$ cat config.mk
export PLATFORM = sky130hd
export DESIGN_NAME = mpx_hilo_ctrl
export DESIGN_NICKNAME = d
export VERILOG_FILES = /design/src/rtl/mpx_defs_pkg.sv /design/src/rtl/mpx_hilo_ctrl.sv
export SDC_FILE = /design/constraint.sdc
export NUM_CORES = 1
export LEC_CHECK = 0
export ABC_AREA = 1
export BUFFER_PORTS_ARGS = -buffer_cell sky130_fd_sc_hd__buf_4
export CAP_MARGIN = 40
export CORE_MARGIN = 2
export CORE_UTILIZATION = 33
export DETAILED_ROUTE_END_ITERATION = 6
export PLACE_DENSITY = 0.59
export RECOVER_POWER = 100
export SLEW_MARGIN = 10
export SYNTH_ARGS = -nofsm -noshare
export SYNTH_HDL_FRONTEND = slang
export SYNTH_SLANG_ARGS = --single-unit
$ cat constraint.sdc
create_clock -name clk_i -period 3.6 [get_ports clk_i]
set_clock_uncertainty 0.15 [all_clocks]
set_input_delay 0.36 -clock clk_i [delete_from_list [all_inputs] [get_ports clk_i]]
set_output_delay 0.36 -clock clk_i [all_outputs]
set_load 0.01 [all_outputs]
$ cat src/rtl/mpx_defs_pkg.sv
// Shared encodings for the HI/LO controller: issue opcodes, FSM states, result owner.
package mpx_defs;

  typedef enum logic [3:0] {
    OP_NONE  = 4'd0,
    OP_MULT  = 4'd1,
    OP_MULTU = 4'd2,
    OP_DIV   = 4'd3,
    OP_DIVU  = 4'd4,
    OP_MTHI  = 4'd5,
    OP_MTLO  = 4'd6,
    OP_MFHI  = 4'd7,
    OP_MFLO  = 4'd8
  } hilo_op_t;

  typedef enum logic [1:0] {
    ST_IDLE     = 2'd0,
    ST_DIV_PEND = 2'd1,
    ST_MUL_PEND = 2'd2
  } state_t;

  typedef enum logic [1:0] {
    OWN_NONE = 2'd0,
    OWN_DIV  = 2'd1,
    OWN_MUL  = 2'd2
  } owner_t;

  // Quotient the divider produces for a zero divisor (the remainder is the dividend).
  function automatic logic [31:0] div0_quotient(input logic is_signed, input logic [31:0] rs);
    return (is_signed && rs[31]) ? 32'h0000_0001 : 32'hFFFF_FFFF;
  endfunction

endpackage

$ cat src/rtl/mpx_hilo_ctrl.sv
// Mult/div sequencer owning the HI/LO registers, tracking the single live result.
// Build option MPX_HILO_DIV0_FAST_EN resolves divide-by-zero locally without the divider.
module mpx_hilo_ctrl
  import mpx_defs::*;
#(
  parameter int MUL_MAX_OUTSTANDING = 3
) (
  input  logic        clk_i,
  input  logic        rst_i,
  input  logic        issue_valid_i,
  input  logic [3:0]  issue_op_i,
  input  logic [31:0] issue_rs_i,
  input  logic [31:0] issue_rt_i,
  output logic        issue_ready_o,
  output logic        div_start_o,
  output logic        mul_start_o,
  input  logic        div_valid_i,
  input  logic [31:0] div_hi_i,
  input  logic [31:0] div_lo_i,
  input  logic        mul_valid_i,
  input  logic [31:0] mul_hi_i,
  input  logic [31:0] mul_lo_i,
  output logic        mf_valid_o,
  output logic [31:0] mf_data_o,
  output logic        busy_o
);

  localparam int CW = $clog2(MUL_MAX_OUTSTANDING + 1);

  hilo_op_t       op;
  state_t         state_reg, state_next;
  owner_t         owner_reg, owner_next;
  logic [31:0]    hi_reg, hi_next;
  logic [31:0]    lo_reg, lo_next;
  logic [CW-1:0]  mul_cnt_reg, mul_cnt_next;

  logic is_mul, is_div, is_mt, is_mf, accept;
  logic mul_dec, mul_take, div_take;
  logic div0_fast, fast_wb;
  logic [31:0] fast_hi, fast_lo;

  assign op     = hilo_op_t'(issue_op_i);
  assign is_mul = (op == OP_MULT) || (op == OP_MULTU);
  assign is_div = (op == OP_DIV)  || (op == OP_DIVU);
  assign is_mt  = (op == OP_MTHI) || (op == OP_MTLO);
  assign is_mf  = (op == OP_MFHI) || (op == OP_MFLO);

  always_comb begin
    issue_ready_o = 1'b1;
    if (is_mul && (mul_cnt_reg == CW'(MUL_MAX_OUTSTANDING)))
      issue_ready_o = 1'b0;
    if ((is_mt || is_mf) && (state_reg != ST_IDLE))
      issue_ready_o = 1'b0;
  end

  assign accept      = issue_valid_i && issue_ready_o;
  assign div_start_o = accept && is_div && !div0_fast;
  assign mul_start_o = accept && is_mul;
  assign mf_valid_o  = accept && is_mf;
  assign mf_data_o   = mf_valid_o ? ((op == OP_MFHI) ? hi_reg : lo_reg) : '0;
  assign busy_o      = (state_reg != ST_IDLE);

`ifdef MPX_HILO_DIV0_FAST_EN
  logic        fast_pend_reg;
  logic [31:0] fast_hi_reg, fast_lo_reg;

  assign div0_fast = is_div && (issue_rt_i == 32'd0);

  // Zero-divisor result is staged for one cycle so timing still looks like a (short) divide.
  always_ff @(posedge clk_i or posedge rst_i) begin
    if (rst_i) begin
      fast_pend_reg <= 1'b0;
      fast_hi_reg   <= '0;
      fast_lo_reg   <= '0;
    end else begin
      fast_pend_reg <= accept && div0_fast;
      if (accept && div0_fast) begin
        fast_hi_reg <= issue_rs_i;
        fast_lo_reg <= div0_quotient(op == OP_DIV, issue_rs_i);
      end
    end
  end

  assign fast_wb = fast_pend_reg;
  assign fast_hi = fast_hi_reg;
  assign fast_lo = fast_lo_reg;
`else
  // rt only matters to the local divide-by-zero path.
  logic unused_rt;
  assign unused_rt = ^issue_rt_i;
  assign div0_fast = 1'b0;
  assign fast_wb   = 1'b0;
  assign fast_hi   = '0;
  assign fast_lo   = '0;
`endif

  assign mul_dec  = mul_valid_i && (mul_cnt_reg != '0);
  assign mul_take = mul_valid_i && (state_reg == ST_MUL_PEND) && (owner_reg == OWN_MUL)
                    && (mul_cnt_reg == CW'(1));
  assign div_take = div_valid_i && (state_reg == ST_DIV_PEND) && (owner_reg == OWN_DIV);

  always_comb begin
    state_next   = state_reg;
    owner_next   = owner_reg;
    hi_next      = hi_reg;
    lo_next      = lo_reg;
    mul_cnt_next = mul_cnt_reg;

    if (mul_start_o && !mul_dec)
      mul_cnt_next = mul_cnt_reg + CW'(1);
    else if (!mul_start_o && mul_dec)
      mul_cnt_next = mul_cnt_reg - CW'(1);

    // A newly accepted mult/div takes ownership and outranks any same-cycle writeback.
    if (accept && (is_mul || is_div)) begin
      state_next = is_mul ? ST_MUL_PEND : ST_DIV_PEND;
      owner_next = is_mul ? OWN_MUL : OWN_DIV;
    end else if (accept && (op == OP_MTHI)) begin
      hi_next = issue_rs_i;
    end else if (accept && (op == OP_MTLO)) begin
      lo_next = issue_rs_i;
    end else if (fast_wb) begin
      hi_next    = fast_hi;
      lo_next    = fast_lo;
      state_next = ST_IDLE;
      owner_next = OWN_NONE;
    end else if (div_take) begin
      hi_next    = div_hi_i;
      lo_next    = div_lo_i;
      state_next = ST_IDLE;
      owner_next = OWN_NONE;
    end else if (mul_take) begin
      hi_next    = mul_hi_i;
      lo_next    = mul_lo_i;
      state_next = ST_IDLE;
      owner_next = OWN_NONE;
    end
  end

  always_ff @(posedge clk_i or posedge rst_i) begin
    if (rst_i) begin
      state_reg   <= ST_IDLE;
      owner_reg   <= OWN_NONE;
      hi_reg      <= '0;
      lo_reg      <= '0;
      mul_cnt_reg <= '0;
    end else begin
      state_reg   <= state_next;
      owner_reg   <= owner_next;
      hi_reg      <= hi_next;
      lo_reg      <= lo_next;
      mul_cnt_reg <= mul_cnt_next;
    end
  end

endmodule

==> results.py, run 1 <==
metrics = {
    "yosys": {
        "yosysWarnings": 0,
        "synth.area.top_cells": "nand2_1 51%, dfrtp_1 35%, buf_2 3.4%, a21oi_1 3.3%, inv_1 1.3%",
        "synth_top_family_by_area": "simple AND/OR/NAND/NOR gates",
        "synth_seq_area_share": 0.3484,
        "yosys_register_bits": 68,
        "synth_top_area_frac": 0.5058,
        "yosysTopAreaCell": "nand2_1",
        "synth_mux_area_frac": 0,
        "synth-xor-area-share": 0.003587,
        "synth_compound_area_frac": 0.04279,
        "synthCells": 859,
        "yosysUniqueCellTypes": 22,
        "syn_area_um2": 4883,
        "avgSynthCellArea_um2": 5.685,
        "syn_nets": 1064,
        "synth_fa_ha_area_frac": 0.01025,
        "synthSimpleGateAreaFrac": 0.5350,
    },
    "clocking": {
        "root_buffer": "clkbuf_16",
        "cts_buffers": 9,
        "clk_path_buf_depth": 2,
        "cts_setup_buffers": 0,
        "clkTransAtPathRegs_ns": 0.06,
        "clock_latency_ns": 0.33,
        "htreeDepth": 3,
        "cts_resized": 0,
        "cts_sinks": 68,
        "cts_tree": "done",
    },
    "drt": {
        "firstDrtPassIters": 4,
        "routed_wl_um": 16600,
        "routed_via_density": 4.545,
        "ant_nets": 0,
        "drc": 0,
        "drtIter0Drc": 295,
        "wl_per_cell_um": 13.47,
        "route.vias.total": 5599,
    },
    "global_route": {
        "grt_pass1_vias": 5433,
        "grt_overflow": 0,
        "grt_start_max_net_pins": 45,
        "grt_pass1_wl_um": 27210,
        "grt_util_all_layers": 0.2132,
        "antenna_found_initial": 0,
    },
    "sta": {
        "fmax_mhz": 329.1,
        "setup_tns_ns": 0,
        "slew_headroom": 0.1374,
        "finalHoldViolCount": 0,
        "tightest_slew_ns": 1.294,
        "rsz0062_at_grt": "false",
        "worst_slack_ns": 0.5613,
        "finalCritPeriodShare": 0.8441,
        "setup_viol": 0,
        "holdWs_ns": 0.1750,
        "drv_slew": 0,
        "timing.final.crit_period_ns": 3.039,
    },
    "floorplanning": {
        "die_area_um2": 15790,
        "pin_count": 238,
        "die_y_um": 125.7,
        "die_width_um": 125.7,
        "initial_utilization": 0.3373,
        "std_cell_rows": 44,
        "core_um2": 14480,
    },
    "worst_hold_path": {
        "hp-class": "input port to flop",
        "hold_start": "issue_rs_i[7]",
    },
    "place": {
        "port_buffers": 205,
        "hpwl_um": 11620,
        "place_ws_ns": 0.8504,
        "gp_congestion": 0.7832,
    },
    "critical_path": {
        "critPathCaptureType": "output port",
        "crit_family": "simple AND/OR/NAND/NOR gates",
        "r2r-start": "mul_cnt_reg[0]",
        "worstSetupStartpoint": "mul_cnt_reg[0]",
        "cp-start-kind": "flop",
        "worstPathArrival_ns": 2.53,
        "cp.required_ns": 3.09,
        "crit_fanout": 33,
        "path_cells": "ha_1, nand4_1, nand3_4, inv_1, nand2_2, a21oi_1, clkbuf_1",
        "cpPeakStageDelay_ns": 0.46,
        "critPathSlowestCell": "nand2_2",
        "worst-path-buf-inv": 2,
        "critPathKind": "flop to output port",
    },
    "power_and_ir_drop": {
        "sw_frac_of_total": 0.3870,
        "power.switching_mw": 1.424,
        "pwr-share-seq": 0.354,
        "comb_power_share": 0.418,
        "intPower_mw": 2.255,
        "p_clk_frac": 0.228,
        "totalPowerFinal_mw": 3.679,
        "power.static_leakage_nw": 3.955,
        "powerDensity_nw_per_um2": 539.2,
        "ir_worst_vdd_mv": 0.2585,
    },
    "layout": {
        "n_antenna_cell": 0,
        "layout-drive-gt1-share": 0.2023,
        "nets": 1248,
        "area_growth_pct": 39.71,
        "post-route-util": 0.4712,
        "layout_commonest_cell": "nand2_1",
        "layout_common_cells": "658 x nand2_1, 174 x buf_4, 68 x dfrtp_1",
    },
    "run": {
        "maxCapViolCount": 0,
    },
    "status": {
        "status": "finished, final reports clean",
    },
}
## layout make-up
cell class	count	area, um^2
Tap cell	184	230.2
Clock inverter	1	5.005
Inverter	21	80.08
Sequential cell	68	1702
Timing Repair Buffer	219	1605
Clock buffer	15	277.8
Multi-Input combinational cell	724	2923
Fill cell	1620	7656
## metal layers
layer,global-route usage,up-vias,wire [um]
met5,0,-,0
met4,0.05098,0,127
met3,0.04248,9,1148
met2,0.3631,162,7869
met1,0.2795,2482,7454
li1,-,2946,-
## kinds of logic after synthesis
family,Yosys count
and+or+nand+nor,679
DFF,68
buffers and inverters,67
AOI/OAI and AO/OA,39
adders and majority gates,4
xor gates and xnor gates,2
## stage by stage
stage,instances,area [um^2]
after global routing,1232,6823
final,1232,6823
after global placement,1211,6575
after detailed placement,1215,6678
after floorplan,859,4883
after CTS,1232,6970
## timing repair
item / in CTS / in global routing
hold buffers: 1 / 0
endpoints found under the hold margin: 44 / 0
endpoints found under the setup margin: 0 / 0
## cells in the mapped netlist (all sizes together)
| cell | number |
|---|---|
| xnor2 | 1 |
| nor3 | 2 |
| a41oi | 1 |
| ha | 4 |
| nand3 | 2 |
| buf | 33 |
| nor2 | 11 |
| dfrtp | 68 |
| nand4 | 3 |
| clkbuf | 13 |
| xor2 | 1 |
| a21oi | 34 |
| nand2 | 661 |
| o21bai | 1 |
| o21ai | 3 |
| inv | 21 |
## power by group through the flow
stage                     Clock [mW]  Sequential [mW]  Combinational, mW
after floorplan                    0             1.27               1.08
after global placement             0             1.31               1.54
after detailed placement           0             1.31               1.58
after CTS                      0.857             1.30               1.59
after global routing           0.891             1.35               1.81
final                          0.837             1.30               1.54
## worst register-to-register path, stage by stage (launching register included)
cell	delay (ns)
dfrtp_1	0.42
ha_1	0.21
nand4_1	0.25
nand4_2	0.42
buf_4	0.33
nand2_1	0.06
nand2_1	0.72
nand2_1	0.27
nand2_1	0.08
## final timing paths
kind,endpoint,cells after the start,slack [ns]
worst max-delay path,mf_data_o[29],7,0.56
worst min-delay path,lo_reg[7],5,0.17
worst max register to register,hi_reg[14],8,0.58
worst min register to register,lo_reg[5],2,0.33
max in group asynchronous,hi_reg[23],5,1.25
min in group asynchronous,hi_reg[14],3,0.33
No activity file was read; power rests on OpenSTA's default activity.
==> inputs of run 2 (changes only) <==
clock period = 3.05 ns   (was 3.6 ns; I/O delays follow)
==> run 2 against run 1 <==
  * Sequential cell count stayed put
  * Sequential share of layout area hardly changed
  * Worst setup slack worse by 0.31 ns
  * Clock power is 27% higher
  * Non-clock buffer count is 9 higher
  * Combinational power is 20% higher
  * Die area stayed put
  * First-iteration DRC count is 3.4% lower
  * Cell count is 0.65% higher
  * Design area hardly changed
  * Routed wire length is 0.91% higher
==> results.py, run 2 (same netlist as run 1, synthesis figures left out) <==
metrics = {
    "drt": {
        "route.vias.total": 5584,
        "wl_per_cell_um": 13.51,
        "firstDrtPassIters": 5,
        "drtIter0Drc": 285,
        "routed_wl_um": 16750,
        "ant_nets": 0,
        "drc": 0,
        "routed_via_density": 4.503,
    },
    "power_and_ir_drop": {
        "comb_power_share": 0.416,
        "p_clk_frac": 0.239,
        "ir_worst_vdd_mv": 0.4095,
        "power.static_leakage_nw": 3.975,
        "powerDensity_nw_per_um2": 649.8,
        "pwr-share-seq": 0.345,
        "intPower_mw": 2.755,
        "power.switching_mw": 1.681,
        "sw_frac_of_total": 0.3789,
    },
    "sta": {
        "fmax_mhz": 356.8,
        "rsz0062_at_grt": "false",
        "finalHoldViolCount": 0,
        "worst_slack_ns": 0.2472,
        "finalCritPeriodShare": 0.9189,
        "setup_tns_ns": 0,
        "timing.final.crit_period_ns": 2.803,
        "setup_viol": 0,
        "drv_slew": 0,
        "slew_headroom": 0.2379,
        "tightest_slew_ns": 1.143,
    },
    "global_route": {
        "grt_pass1_wl_um": 26410,
        "grt_start_max_net_pins": 45,
        "antenna_found_initial": 0,
        "grt_overflow": 0,
        "grt_util_all_layers": 0.2075,
        "grt_pass1_vias": 5288,
    },
    "clocking": {
        "clk_path_buf_depth": 2,
        "clock_latency_ns": 0.32,
        "root_buffer": "clkbuf_16",
        "cts_buffers": 9,
        "cts_sinks": 68,
        "cts_resized": 0,
        "clkTransAtPathRegs_ns": 0.05,
        "htreeDepth": 3,
        "cts_tree": "done",
    },
    "layout": {
        "nFillCells": 1583,
        "layout-drive-gt1-share": 0.2083,
        "n_antenna_cell": 0,
        "layout_commonest_cell": "nand2_1",
        "area_growth_pct": 39.79,
        "regArea_um2": 1702,
        "multi_input_area_um2": 2909,
        "design_area_um2": 6827,
        "layout_common_cells": "659 x nand2_1, 184 x buf_4, 68 x dfrtp_1",
        "nets": 1257,
    },
    "status": {
        "status": "finished, final reports clean",
    },
    "floorplanning": {
        "die_area_um2": 15790,
        "core_um2": 14480,
        "pin_count": 238,
        "initial_utilization": 0.3373,
        "die_width_um": 125.7,
        "die_y_um": 125.7,
        "std_cell_rows": 44,
    },
    "place": {
        "port_buffers": 205,
        "gp_congestion": 0.7779,
        "place_ws_ns": 0.6206,
        "hpwl_um": 11890,
        "dpl-instance-area_um2": 6713,
    },
    "run": {
        "maxCapViolCount": 0,
    },
    "worst_hold_path": {
        "hp-class": "input port to flop",
    },
    "critical_path": {
        "critPathCaptureType": "output port",
        "cp.required_ns": 2.59,
        "crit_fanout": 12,
        "worstPathArrival_ns": 2.35,
        "cp-start-kind": "flop",
        "critPathKind": "flop to output port",
    },
}
-- run 2: cell types whose count changed in the layout (fill, tap and decap cells not counted) --
cell       previous run  this run
bufinv_16             0         1
nor2_4                5         4
clkbuf_2              0         4
buf_16                3         1
buf_4               174       184
nand2_1             658       659
clkbuf_1             40        38
buf_12                3         1
nand4_2               2         1
nor2_2                0         1
nand2_2               3         2
clkinv_2              1         0
nand4_1               1         2
-- run 2: routing by layer --
metal  routed length, um  up-vias  GRT usage
met5                   0        -          0
met4                 287        0    0.05229
met3                 810       20    0.03993
met2                7731      138     0.3507
met1                7922     2463     0.2743
li1                    -     2963          -
-- run 2: final timing paths --
| check | slack (ns) | from | cells after the start | to |
|---|---|---|---|---|
| max reg2reg | 0.30 | mul_cnt_reg[0] | 9 | hi_reg[1] |
| min in group asynchronous | 0.25 | rst_i | 3 | hi_reg[15] |
| min reg2reg | 0.32 | hi_reg[8] | 2 | hi_reg[8] |
| min | 0.12 | issue_rs_i[29] | 5 | lo_reg[29] |
| max in group asynchronous | 0.69 | rst_i | 5 | lo_reg[1] |
| max | 0.25 | mul_cnt_reg[0] | 8 | mf_data_o[31] |
-- run 2: worst max-delay path, stage by stage, from the launching register on --
cell	delay [ns]
dfrtp_1	0.42
ha_1	0.22
nand4_1	0.23
nand3_4	0.16
inv_1	0.11
nand2_2	0.21
buf_4	0.27
a21oi_1	0.14
clkbuf_1	0.24
-- run 2: area by class of cell --
cell class | instances | area share
Clock inverter | 1 | 0.004399
Sequential cell | 68 | 0.2493
Multi-Input combinational cell | 724 | 0.4261
Tap cell | 184 | 0.03372
Timing Repair Buffer | 228 | 0.2346
Clock buffer | 14 | 0.04014
Inverter | 21 | 0.01173
-- run 2: power groups by stage --
stage	registers [mW]	logic (mW)	clock network [mW]
after floorplan	1.49	1.28	0
after global placement	1.54	1.85	0
after detailed placement	1.54	1.91	0
after CTS	1.53	1.92	1.08
after global routing	1.58	2.14	1.12
final	1.53	1.85	1.06
-- run 2: stage by stage --
step,power (mW),hold WS [ns],utilization,cells
final,4.436,0.1179,0.4715,1240
after global routing,4.841,0.1346,0.4715,1240
after CTS,4.527,0.1134,0.4853,1240
after detailed placement,3.446,0.02749,0.4636,1224
after global placement,3.386,0.3130,0.4598,1222
after floorplan,2.775,0.2992,-,859
-- run 2: repair_timing --
action	in CTS	in global routing
endpoints found under the hold margin	44	0
buffers inserted	0	0
hold buffers	1	0
